### config.mk
export PLATFORM = sky130hd
export DESIGN_NAME = instr_fetch_queue
export DESIGN_NICKNAME = d
export VERILOG_FILES = /design/src/rtl/instr_fetch_queue.sv
export SDC_FILE = /design/constraint.sdc
export NUM_CORES = 1
export LEC_CHECK = 0
export ABC_AREA = 1
export CAP_MARGIN = 30
export CORE_MARGIN = 2
export CORE_UTILIZATION = 40
export CTS_CLUSTER_SIZE = 28
export DETAILED_ROUTE_END_ITERATION = 8
export PLACE_DENSITY = 0.68
export SLEW_MARGIN = 15
export SYNTH_ARGS = -nofsm -noshare
export SYNTH_HDL_FRONTEND = slang
export SYNTH_SLANG_ARGS = --single-unit
### constraint.sdc
create_clock -name clk -period 2.7 [get_ports clk]
set_input_delay 0.81 -clock clk [delete_from_list [all_inputs] [get_ports clk]]
set_output_delay 0.81 -clock clk [all_outputs]
set_load 0.1 [all_outputs]
### src/rtl/instr_fetch_queue.sv
// -----------------------------------------------------------------------------
// instr_fetch_queue
//
// Instruction-fetch stage of the 16-bit single-core processor. Owns the PC,
// drives the instruction-memory address, and buffers fetched words together
// with their PCs in a small prefetch FIFO so that a decode stall never drops
// an instruction. Supports a branch redirect (flushes the FIFO and reloads the
// PC) and stops fetching once the halt opcode has been enqueued.
//
// Ports:
//   clk          in   system clock, all state updates on the rising edge
//   rst          in   asynchronous, active-high reset
//   imem_addr    out  instruction-memory address (the PC register)
//   imem_rdata   in   instruction-memory read data, combinational from imem_addr
//   redirect     in   branch taken / PC redirect request from execute
//   redirect_pc  in   redirect target, sampled when redirect=1
//   id_ready     in   decode accepts the head entry this cycle
//   if_valid     out  FIFO non-empty, head entry presented
//   if_instr     out  head instruction, zero when if_valid=0
//   if_pc        out  PC of head instruction, zero when if_valid=0
//   fetch_halted out  halt opcode has been enqueued, fetching stopped
// -----------------------------------------------------------------------------
module instr_fetch_queue #(
    parameter int                  ADDR_W     = 5,
    parameter int                  DATA_W     = 16,
    parameter int                  DEPTH      = 2,
    parameter logic [ADDR_W-1:0]   RESET_PC   = '0,
    parameter logic [DATA_W-1:0]   HALT_INSTR = 16'hFFFF
) (
    input  logic              clk,
    input  logic              rst,
    output logic [ADDR_W-1:0] imem_addr,
    input  logic [DATA_W-1:0] imem_rdata,
    input  logic              redirect,
    input  logic [ADDR_W-1:0] redirect_pc,
    input  logic              id_ready,
    output logic              if_valid,
    output logic [DATA_W-1:0] if_instr,
    output logic [ADDR_W-1:0] if_pc,
    output logic              fetch_halted
);

    localparam int PTR_W = (DEPTH > 1) ? $clog2(DEPTH) : 1;
    localparam int CNT_W = $clog2(DEPTH + 1);
    localparam logic [CNT_W-1:0] DEPTH_C = CNT_W'(DEPTH);

    // Control state
    logic [ADDR_W-1:0] pc_q,      pc_d;
    logic [CNT_W-1:0]  count_q,   count_d;
    logic [PTR_W-1:0]  wr_ptr_q,  wr_ptr_d;
    logic [PTR_W-1:0]  rd_ptr_q,  rd_ptr_d;
    logic              halted_q,  halted_d;

    // FIFO storage (data only, never reset)
    logic [DATA_W-1:0] buf_instr_q [DEPTH];
    logic [DATA_W-1:0] buf_instr_d [DEPTH];
    logic [ADDR_W-1:0] buf_pc_q    [DEPTH];
    logic [ADDR_W-1:0] buf_pc_d    [DEPTH];

    logic pop;
    logic push;

    // -------------------------------------------------------------------------
    // Handshake
    // -------------------------------------------------------------------------
    // A pop at full frees the slot the push writes into on the same edge, so
    // a full queue still streams at one word per cycle.
    always_comb begin
        pop  = if_valid & id_ready;
        push = ~redirect & ~halted_q & ((count_q < DEPTH_C) | pop);
    end

    // -------------------------------------------------------------------------
    // Next-state for control
    // -------------------------------------------------------------------------
    always_comb begin
        pc_d     = pc_q;
        count_d  = count_q;
        wr_ptr_d = wr_ptr_q;
        rd_ptr_d = rd_ptr_q;
        halted_d = halted_q;

        if (redirect) begin
            // Flush wins over everything: a same-cycle pop was already shown
            // to decode, but its slot is simply discarded here.
            pc_d     = redirect_pc;
            count_d  = '0;
            wr_ptr_d = '0;
            rd_ptr_d = '0;
            halted_d = 1'b0;
        end else begin
            if (push) begin
                wr_ptr_d = wr_ptr_q + PTR_W'(1);
                pc_d     = pc_q + ADDR_W'(1);
                if (imem_rdata == HALT_INSTR) begin
                    halted_d = 1'b1;
                end
            end
            if (pop) begin
                rd_ptr_d = rd_ptr_q + PTR_W'(1);
            end
            if (push && !pop) begin
                count_d = count_q + CNT_W'(1);
            end else if (pop && !push) begin
                count_d = count_q - CNT_W'(1);
            end
        end
    end

    // -------------------------------------------------------------------------
    // Next-state for storage
    // -------------------------------------------------------------------------
    always_comb begin
        buf_instr_d = buf_instr_q;
        buf_pc_d    = buf_pc_q;
        if (push) begin
            buf_instr_d[wr_ptr_q] = imem_rdata;
            buf_pc_d[wr_ptr_q]    = pc_q;
        end
    end

    // -------------------------------------------------------------------------
    // Registers
    // -------------------------------------------------------------------------
    always_ff @(posedge clk or posedge rst) begin
        if (rst) begin
            pc_q     <= RESET_PC;
            count_q  <= '0;
            wr_ptr_q <= '0;
            rd_ptr_q <= '0;
            halted_q <= 1'b0;
        end else begin
            pc_q     <= pc_d;
            count_q  <= count_d;
            wr_ptr_q <= wr_ptr_d;
            rd_ptr_q <= rd_ptr_d;
            halted_q <= halted_d;
        end
    end

    always_ff @(posedge clk) begin
        buf_instr_q <= buf_instr_d;
        buf_pc_q    <= buf_pc_d;
    end

    // -------------------------------------------------------------------------
    // Outputs: registers and storage only, no path from id_ready/redirect
    // -------------------------------------------------------------------------
    always_comb begin
        imem_addr    = pc_q;
        fetch_halted = halted_q;
        if_valid     = (count_q != '0);
        if_instr     = '0;
        if_pc        = '0;
        if (if_valid) begin
            if_instr = buf_instr_q[rd_ptr_q];
            if_pc    = buf_pc_q[rd_ptr_q];
        end
    end

endmodule

; Yosys cells after proc, flatten, opt, wreduce, memory -nomap -nowiden
; Cells that the tools add are included.
[classes]
n_addsub = 5
n_lt_le_gt_ge = 4
n_eq_ne = 1
mux = 26
bitwise_logic = 8
reduce_logical = 11
[op_table]
columns = operator, n
row1 = 2-to-1 mux 16 bit, 5
row2 = 2-to-1 mux 5 bit, 7
row3 = bitwise mux 32 bit, 1
row4 = demux 16 bit (select 1 bit), 1
row5 = equality test 16 bit (second input constant), 1
row6 = bitwise mux 10 bit, 1
row7 = nonzero test 2 bit, 4
row8 = 2-to-1 mux 1 bit, 7
row9 = 2-to-1 mux 2 bit, 3
row10 = adder 5 x 1 -> 5 bit (second input constant), 1
row11 = demux 5 bit (select 1 bit), 1
row12 = >= comparator 2 bit (second input constant), 2
row13 = inverter 1 -> 2 bit, 2
row14 = bitwise AND 1 bit, 3
row15 = logical AND 1 bit, 3
row16 = nonzero test 3 bit, 1
row17 = adder 1 bit (second input constant), 2
row18 = adder 2 x 1 -> 2 bit (second input constant), 1
row19 = logical NOT 1 bit, 2
row20 = less-than comparator 2 x 1 -> 1 bit (second input constant), 1
row21 = less-than comparator 2 bit (second input constant), 1
row22 = inverter 1 bit, 2
row23 = AND reduction 2 bit, 1
row24 = subtractor 2 x 1 -> 2 bit (second input constant), 1
row25 = bitwise OR 1 bit, 1
[word_totals]
regBits = 52
input_bits = 25
out_inout_bits = 28
elab_cells = 64

; Depth between registers and ports, before layout
; Gate-level depths: netlist of run 1.
[logic_depth]
word_depth = 9
ltp_mapped = 9
depth_no_buf = 8

; Worst setup path before layout of run 1
; No wires, ideal clock.
[synth_timing]
path_kind = reg-to-output
startpoint = register rd_ptr_q
endpoint = output if_instr[10]
arrival_ns = 2.298
required_ns = 1.890
path_slack_ns = -0.408
path_stages_with_launch = 5
path_buffers = 1
cell_sequence = dfrtp_1 > inv_1 > clkbuf_1 > nand2_1 > a21oi_1
[synth_between]
elab_chain_len = 5
[synth_lines]
columns = item, line_no
row1 = "start, declared", 51  ; logic [PTR_W-1:0] rd_ptr_q, rd_ptr_d;
row2 = "start signal, assigned", 136  ; rd_ptr_q <= rd_ptr_d;
row3 = inverter 1 -> 2 bit (implied by the code), 156  ; if_instr = buf_instr_q[rd_ptr_q];
row4 = 2-to-1 mux 16 bit (implied by the code) (3 in series), 156
row5 = 2-to-1 mux 16 bit, 155  ; if (if_valid) begin
row6 = "end, declared", 38  ; output logic [DATA_W-1:0] if_instr,
; Every way passes these cells. The select of a mux whose other input is x is not followed.

; Final worst setup path of run 1
[layout_timing]
startpoint = register rd_ptr_q
endpoint = output if_pc[4]
[layout_between]
elab_chain_len = 5
[layout_lines]
columns = item, line_no
row1 = inverter 1 -> 2 bit (implied by the code), 157  ; if_pc = buf_pc_q[rd_ptr_q];
row2 = 2-to-1 mux 5 bit (implied by the code) (3 in series), 157
row3 = 2-to-1 mux 5 bit, 155
row4 = "end, declared", 39  ; output logic [ADDR_W-1:0] if_pc,
; Every way passes these cells. The select of a mux whose other input is x is not followed.

==> results of run 1 <==
## worst max path at each step
stage,slack [ns],start,depth (start not counted),to
after detailed placement,0.42,id_ready,4,buf_instr_q[9]$_DFFE_PP_
after global placement,0.46,id_ready,4,buf_instr_q[9]$_DFFE_PP_
final,0.24,rd_ptr_q$_DFFE_PP0P_,4,if_pc[4]
after CTS,0.23,rd_ptr_q$_DFFE_PP0P_,4,if_pc[4]
after global routing,0.12,rd_ptr_q$_DFFE_PP0P_,5,if_pc[4]
after floorplan,0.13,rd_ptr_q$_DFFE_PP0P_,4,if_instr[10]
## power by group
part	total [mW]	switching, mW	internal, mW
logic	1.35	0.933	0.420
clock network	0.397	0.225	0.171
registers	1.04	0.0627	0.975
## metal layers
metal	part of all wire	vias to the layer above	track usage
li1	-	768	-
met1	0.42	732	0.1881
met2	0.53	37	0.2922
met3	0.043	5	0.03678
met4	0.0088	0	0.03158
met5	0	-	0
## logic make-up after synthesis
family / count (synthesis) / share of synthesized area
AND/OR/NAND/NOR: 83 / 0.1696
buffers and inverters: 19 / 0.03585
XOR/XNOR: 3 / 0.01195
AO/OA/AOI/OAI: 33 / 0.08936
flip-flops: 52 / 0.6875
adder cells (fa/ha/maj): 1 / 0.005691
## cell usage after synthesis
| cell type | count |
|---|---|
| a21oi_1 | 23 |
| buf_6 | 1 |
| nor2_1 | 7 |
| clkbuf_1 | 5 |
| xnor2_1 | 1 |
| nor2_2 | 2 |
| nand2_1 | 60 |
| inv_2 | 4 |
| o21ai_0 | 1 |
| o21bai_1 | 2 |
| edfxtp_1 | 42 |
| buf_1 | 1 |
| xor2_1 | 2 |
| o211ai_1 | 4 |
| nand2_2 | 2 |
| dfrtp_1 | 10 |
| ha_1 | 1 |
| nand4_1 | 4 |
| o21ai_4 | 1 |
| o22ai_1 | 1 |
| a21oi_2 | 1 |
| nand3_1 | 3 |
| inv_1 | 8 |
| nand2_4 | 1 |
| nor2_4 | 4 |
## registers in the layout, summed over array words and instances, names as in the netlist
signal,flops
buf_instr_q,32
rd_ptr_q,1
wr_ptr_q,1
buf_pc_q,10
imem_addr,5
count_q,2
fetch_halted,1
## cells in the final DEF, fill, tap and decap left out
cell,count
nand2_1,60
edfxtp_1,42
clkdlybuf4s50_1,24
a21oi_2,22
buf_12,22
buf_4,14
dfrtp_1,10
inv_1,8
nor2_1,5
clkbuf_8,5
inv_2,4
nor2_4,4
nor2_2,4
o211ai_1,4
nand4_1,4
nand3_1,3
nand2_2,2
o21bai_1,2
xor2_1,2
a21oi_1,2
clkinv_1,2
o21ai_4,1
nand2_4,1
o22ai_1,1
xnor2_1,1
o21ai_0,1
ha_1,1
## final cells by class
type	instances	share of cell area
clock buffer	5	0.02152
clock inverter	2	0.002347
inverter	12	0.01408
multi-input combinational	120	0.2164
sequential	52	0.4726
tap	70	0.02739
timing repair buffer	60	0.2457
## through the flow
step | std cells | hold slack (ns) | area (um2)
detailed placement | 314 | 0.5478 | 3122
CTS | 321 | 0.5711 | 3198
global route | 321 | 0.5969 | 3198
finish | 321 | 0.5813 | 3198
floorplan | 191 | 0.5206 | 2277
global placement | 314 | 0.5468 | 3122
==> results.py, run 1 <==
metrics = {
    "power_and_ir_drop": {
        "leakage_nw": 1.199,
        "power_mw": 2.788,
        "vdd_ir_drop_max_mv": 0.4833,
        "p_per_area_nw_per_um2": 871.6,
    },
    "logic_synthesis": {
        "netlist_top_cells_area": "edfxtp_1, dfrtp_1, nand2_1",
        "yosys_warnings": 0,
        "syn-num-nets": 217,
        "seq_area_frac_synth": 0.6875,
        "synth_area_leader_cell": "edfxtp_1",
        "synth_area_per_cell_um2": 11.51,
        "syn_inst": 191,
        "ys_ff_latch": 52,
        "netlist.area_leader.share": 0.5737,
        "synth_area_um2": 2198,
        "ys_types": 25,
    },
    "global_routing": {
        "grt-ovfl-total": 0,
        "grt_pass1_vias": 1551,
        "grt.total_usage": 0.1580,
        "antenna_found_initial": 0,
        "grt_pass1_wl_mm": 7.458,
        "grt_max_degree": 25,
    },
    "critical_path": {
        "crit_chain": "buf_4 > nand2_1 > a21oi_2 > buf_12",
        "rrSetupSlack_ns": 1.23,
        "timing.rr.start": "count_q[1]$_DFFE_PP0P_",
        "cp_slowest_stage_delay_ns": 0.56,
        "reg2regPathDepth": 8,
        "r2r_end": "count_q[1]$_DFFE_PP0P_",
        "crit_path_top_delay_cell": "dfrtp_1",
        "worst-setup-path-type": "reg -> out",
        "endpoint_kind": "output pin",
        "worst-path-max-fanout": 12,
        "startpoint_type": "flop",
        "crit_required_ns": 1.89,
        "cp_data_arrival_time_ns": 1.65,
        "crit_family": "flip-flops",
        "crit_buf_inv": 2,
    },
    "clock_network": {
        "root_buffer": "clkbuf_8",
        "cts_hold_buf": 0,
        "ctsResizeCount": 0,
        "htree_levels": 2,
        "postCtsSetupBuffers": 0,
        "cts.reportedPaths.clkPinSlew_ns": 0.08,
        "clock_latency_ns": 0.29,
        "cts_sinks": 52,
        "clockBufferDepth": 2,
        "cts_tree": "built",
        "cts_buffers": 5,
    },
    "route": {
        "vias": 1542,
        "first_iter_violations": 66,
        "wl_mm": 4.551,
        "via_per_inst": 4.804,
        "route.detailed.drc": 0,
        "dr.pass1.iters": 4,
        "ant_nets": 0,
        "wl_per_cell_um": 14.18,
    },
    "hold_path": {
        "whs_endpoint": "buf_pc_q[9]$_DFFE_PP_",
        "holdPathStages": 0,
        "min_path_type": "reg -> reg",
        "worstHoldStart": "imem_addr[4]$_DFFE_PP0P_",
    },
    "placement": {
        "port_buffers": 52,
        "dp_hpwl_mm": 3.392,
        "pre_cts_slack_ns": 0.4173,
        "routabilityCongestion": 0.7931,
    },
    "flow_run": {
        "cap_violations": 0,
    },
    "floorplan": {
        "start_util": 0.4224,
        "die_area_um2": 6105,
        "rows": 26,
        "dieHeight_um": 78.14,
        "ios": 53,
        "die_w_um": 78.14,
        "core_area_um2": 5205,
    },
    "layout": {
        "multi_input_area_um2": 691.9,
        "nFillCells": 428,
        "ff_latch_area_um2": 1511,
        "final_layout_size_suffix_gt1_frac": 0.3147,
        "fin_util": 0.6144,
        "n_antenna_cell": 0,
        "area_delta_synth_final_pct": 45.48,
        "nNetsFinal": 277,
    },
    "timing": {
        "slew_viol_final": 0,
        "hold_viol": 0,
        "min_period_ns": 2.456,
        "rsz0062_at_grt": "no",
        "slew-limit-headroom": 0.7207,
        "setup-tns-final_ns": 0,
        "fin_skew_ns": 0.008626,
        "period_share": 0.9098,
        "worst_slew_pin_slew_ns": 0.4189,
        "setup_slack_ns": 0.2435,
        "fmax_ghz": 0.4071,
        "setup_violations": 0,
    },
    "run_status": {
        "status": "complete, no violations",
    },
}
(Power assumes the default switching activity.)
==> run 2, diff against run 1 <==
--- a/config.mk
+++ b/config.mk
@@ -9,9 +9,11 @@
 export CAP_MARGIN = 30
 export CORE_MARGIN = 2
 export CORE_UTILIZATION = 40
+export CTS_CLUSTER_DIAMETER = 200
 export CTS_CLUSTER_SIZE = 28
 export DETAILED_ROUTE_END_ITERATION = 8
 export PLACE_DENSITY = 0.68
+export RECOVER_POWER = 50
 export SLEW_MARGIN = 15
 export SYNTH_ARGS = -nofsm -noshare
 export SYNTH_HDL_FRONTEND = slang
==> run 2 against run 1 <==
Effect of this change:
- sequential share of layout area grew 0.43 points
- wire length shrank 0.37%
- critical path depth is the same
- setup slack is essentially flat
- final cell count is the same
- clock power is essentially flat
- maximum frequency is essentially flat
- sequential power is essentially flat
==> results.py, run 2 (synthesized netlist as in run 1, its figures left out) <==
metrics = {
    "timing": {
        "hold_slack_ns": 0.5771,
        "fmax_ghz": 0.4071,
        "fin_skew_ns": 0.008968,
        "hold_viol": 0,
        "slew-limit-headroom": 0.2315,
        "slew_viol_final": 0,
        "setup_violations": 0,
        "worst_slew_pin_slew_ns": 1.158,
        "setup-tns-final_ns": 0,
        "min_period_ns": 2.456,
        "period_share": 0.9098,
        "rsz0062_at_grt": "no",
    },
    "critical_path": {
        "crit_required_ns": 1.89,
        "endpoint_kind": "output pin",
        "reg2regPathDepth": 5,
        "rrSetupSlack_ns": 1.03,
        "cp_data_arrival_time_ns": 1.65,
        "startpoint_type": "flop",
        "worst-path-max-fanout": 12,
        "worst-setup-path-type": "reg -> out",
    },
    "global_routing": {
        "grt_pass1_vias": 1551,
        "grt-ovfl-total": 0,
        "antenna_found_initial": 0,
        "grt.total_usage": 0.1580,
        "grt_pass1_wl_mm": 7.458,
        "grt_max_degree": 25,
    },
    "power_and_ir_drop": {
        "seq_power_share": 0.374,
        "p_clk_frac": 0.143,
        "internal_power_mw": 1.556,
        "leakage_nw": 1.191,
        "p_comb_frac": 0.483,
        "p_sw_frac": 0.4389,
        "power_switching_mw": 1.217,
        "p_per_area_nw_per_um2": 875.0,
        "vdd_ir_drop_max_mv": 0.4819,
    },
    "placement": {
        "port_buffers": 52,
        "routabilityCongestion": 0.7931,
        "dp_hpwl_mm": 3.392,
        "place_area_um2": 3122,
    },
    "clock_network": {
        "clockBufferDepth": 2,
        "htree_levels": 2,
        "cts_buffers": 5,
        "cts_sinks": 52,
        "postCtsSetupBuffers": 0,
        "cts_hold_buf": 0,
        "ctsResizeCount": 0,
        "root_buffer": "clkbuf_8",
        "cts_tree": "built",
        "cts.reportedPaths.clkPinSlew_ns": 0.08,
        "clock_latency_ns": 0.29,
    },
    "layout": {
        "nNetsFinal": 277,
        "largest_reg_flops": 32,
        "largest_register": "buf_instr_q",
        "layout_commonest_cell": "nand2_1",
        "final_layout_size_suffix_gt1_frac": 0.2988,
        "final_cell_mix": "nand2_1, edfxtp_1, a21oi_2, buf_12, dlygate4sd3_1",
        "n_antenna_cell": 0,
        "design_area_um2": 3169,
        "area_delta_synth_final_pct": 44.17,
    },
    "route": {
        "route.detailed.drc": 0,
        "ant_nets": 0,
        "first_iter_violations": 76,
        "vias": 1538,
        "wl_mm": 4.534,
        "via_per_inst": 4.791,
        "wl_met2_mm": 2.401,
        "wl_met3_um": 184,
        "wl_per_cell_um": 14.12,
        "dr.max_layer_used": "met4",
        "wl_met1_mm": 1.907,
        "dr.pass1.iters": 4,
    },
    "floorplan": {
        "core_area_um2": 5205,
        "rows": 26,
        "die_w_um": 78.14,
        "die_area_um2": 6105,
        "start_util": 0.4224,
        "ios": 53,
        "dieHeight_um": 78.14,
    },
    "flow_run": {
        "cap_violations": 0,
    },
    "run_status": {
        "status": "complete, no violations",
    },
    "hold_path": {
        "min_path_type": "reg -> reg",
        "holdPathStages": 0,
    },
}
==> run 2: worst paths after layout <==
check	end	from
min	buf_pc_q[9]$_DFFE_PP_	imem_addr[4]$_DFFE_PP0P_
max in group asynchronous	rd_ptr_q$_DFFE_PP0P_	rst
min in group asynchronous	imem_addr[2]$_DFFE_PP0P_	rst
max	if_pc[4]	rd_ptr_q$_DFFE_PP0P_
min reg2reg	buf_pc_q[9]$_DFFE_PP_	imem_addr[4]$_DFFE_PP0P_
max reg2reg	wr_ptr_q$_DFFE_PP0P_	count_q[1]$_DFFE_PP0P_
==> run 2: layer usage <==
metal | track usage | vias to the layer above
met5 | 0 | -
met4 | 0.03158 | 0
met3 | 0.03678 | 5
met2 | 0.2922 | 34
met1 | 0.1881 | 730
li1 | - | 769
==> run 2: worst max-delay path: stages (launching register included) <==
cell and delay (ns):
dfrtp_1 0.56, buf_4 0.26, nand2_1 0.08, a21oi_2 0.23, buf_12 0.21
==> run 2: cell type report <==
type	count	area [um2]
flip-flops and latches	52	1511
clock inverters	2	7.507
repair buffers	60	775.7
multi-input cells	120	673.1
inverters	12	45.04
fillers	433	2036
clock buffers	5	68.82
well taps	70	87.58
==> run 2: power by group through the flow <==
stage	sequential, mW	combinational, mW	clock (mW)
2_1_floorplan	1.16	0.778	0
3_3_place_gp	1.05	1.35	0
3_5_place_dp	1.06	1.37	0
4_1_cts	1.04	1.37	0.411
5_1_grt	1.05	1.39	0.439
6_report	1.04	1.34	0.397
==> run 2: metrics by stage <==
step / instances / power (mW) / worst slack (ns) / util
floorplan: 191 / 1.935 / 0.1273 / -
finish: 321 / 2.773 / 0.2435 / 0.6089
CTS: 321 / 2.815 / 0.2347 / 0.6144
global placement: 314 / 2.402 / 0.4615 / 0.5998
detailed placement: 314 / 2.422 / 0.4173 / 0.5998
global route: 321 / 2.882 / 0.1224 / 0.6089
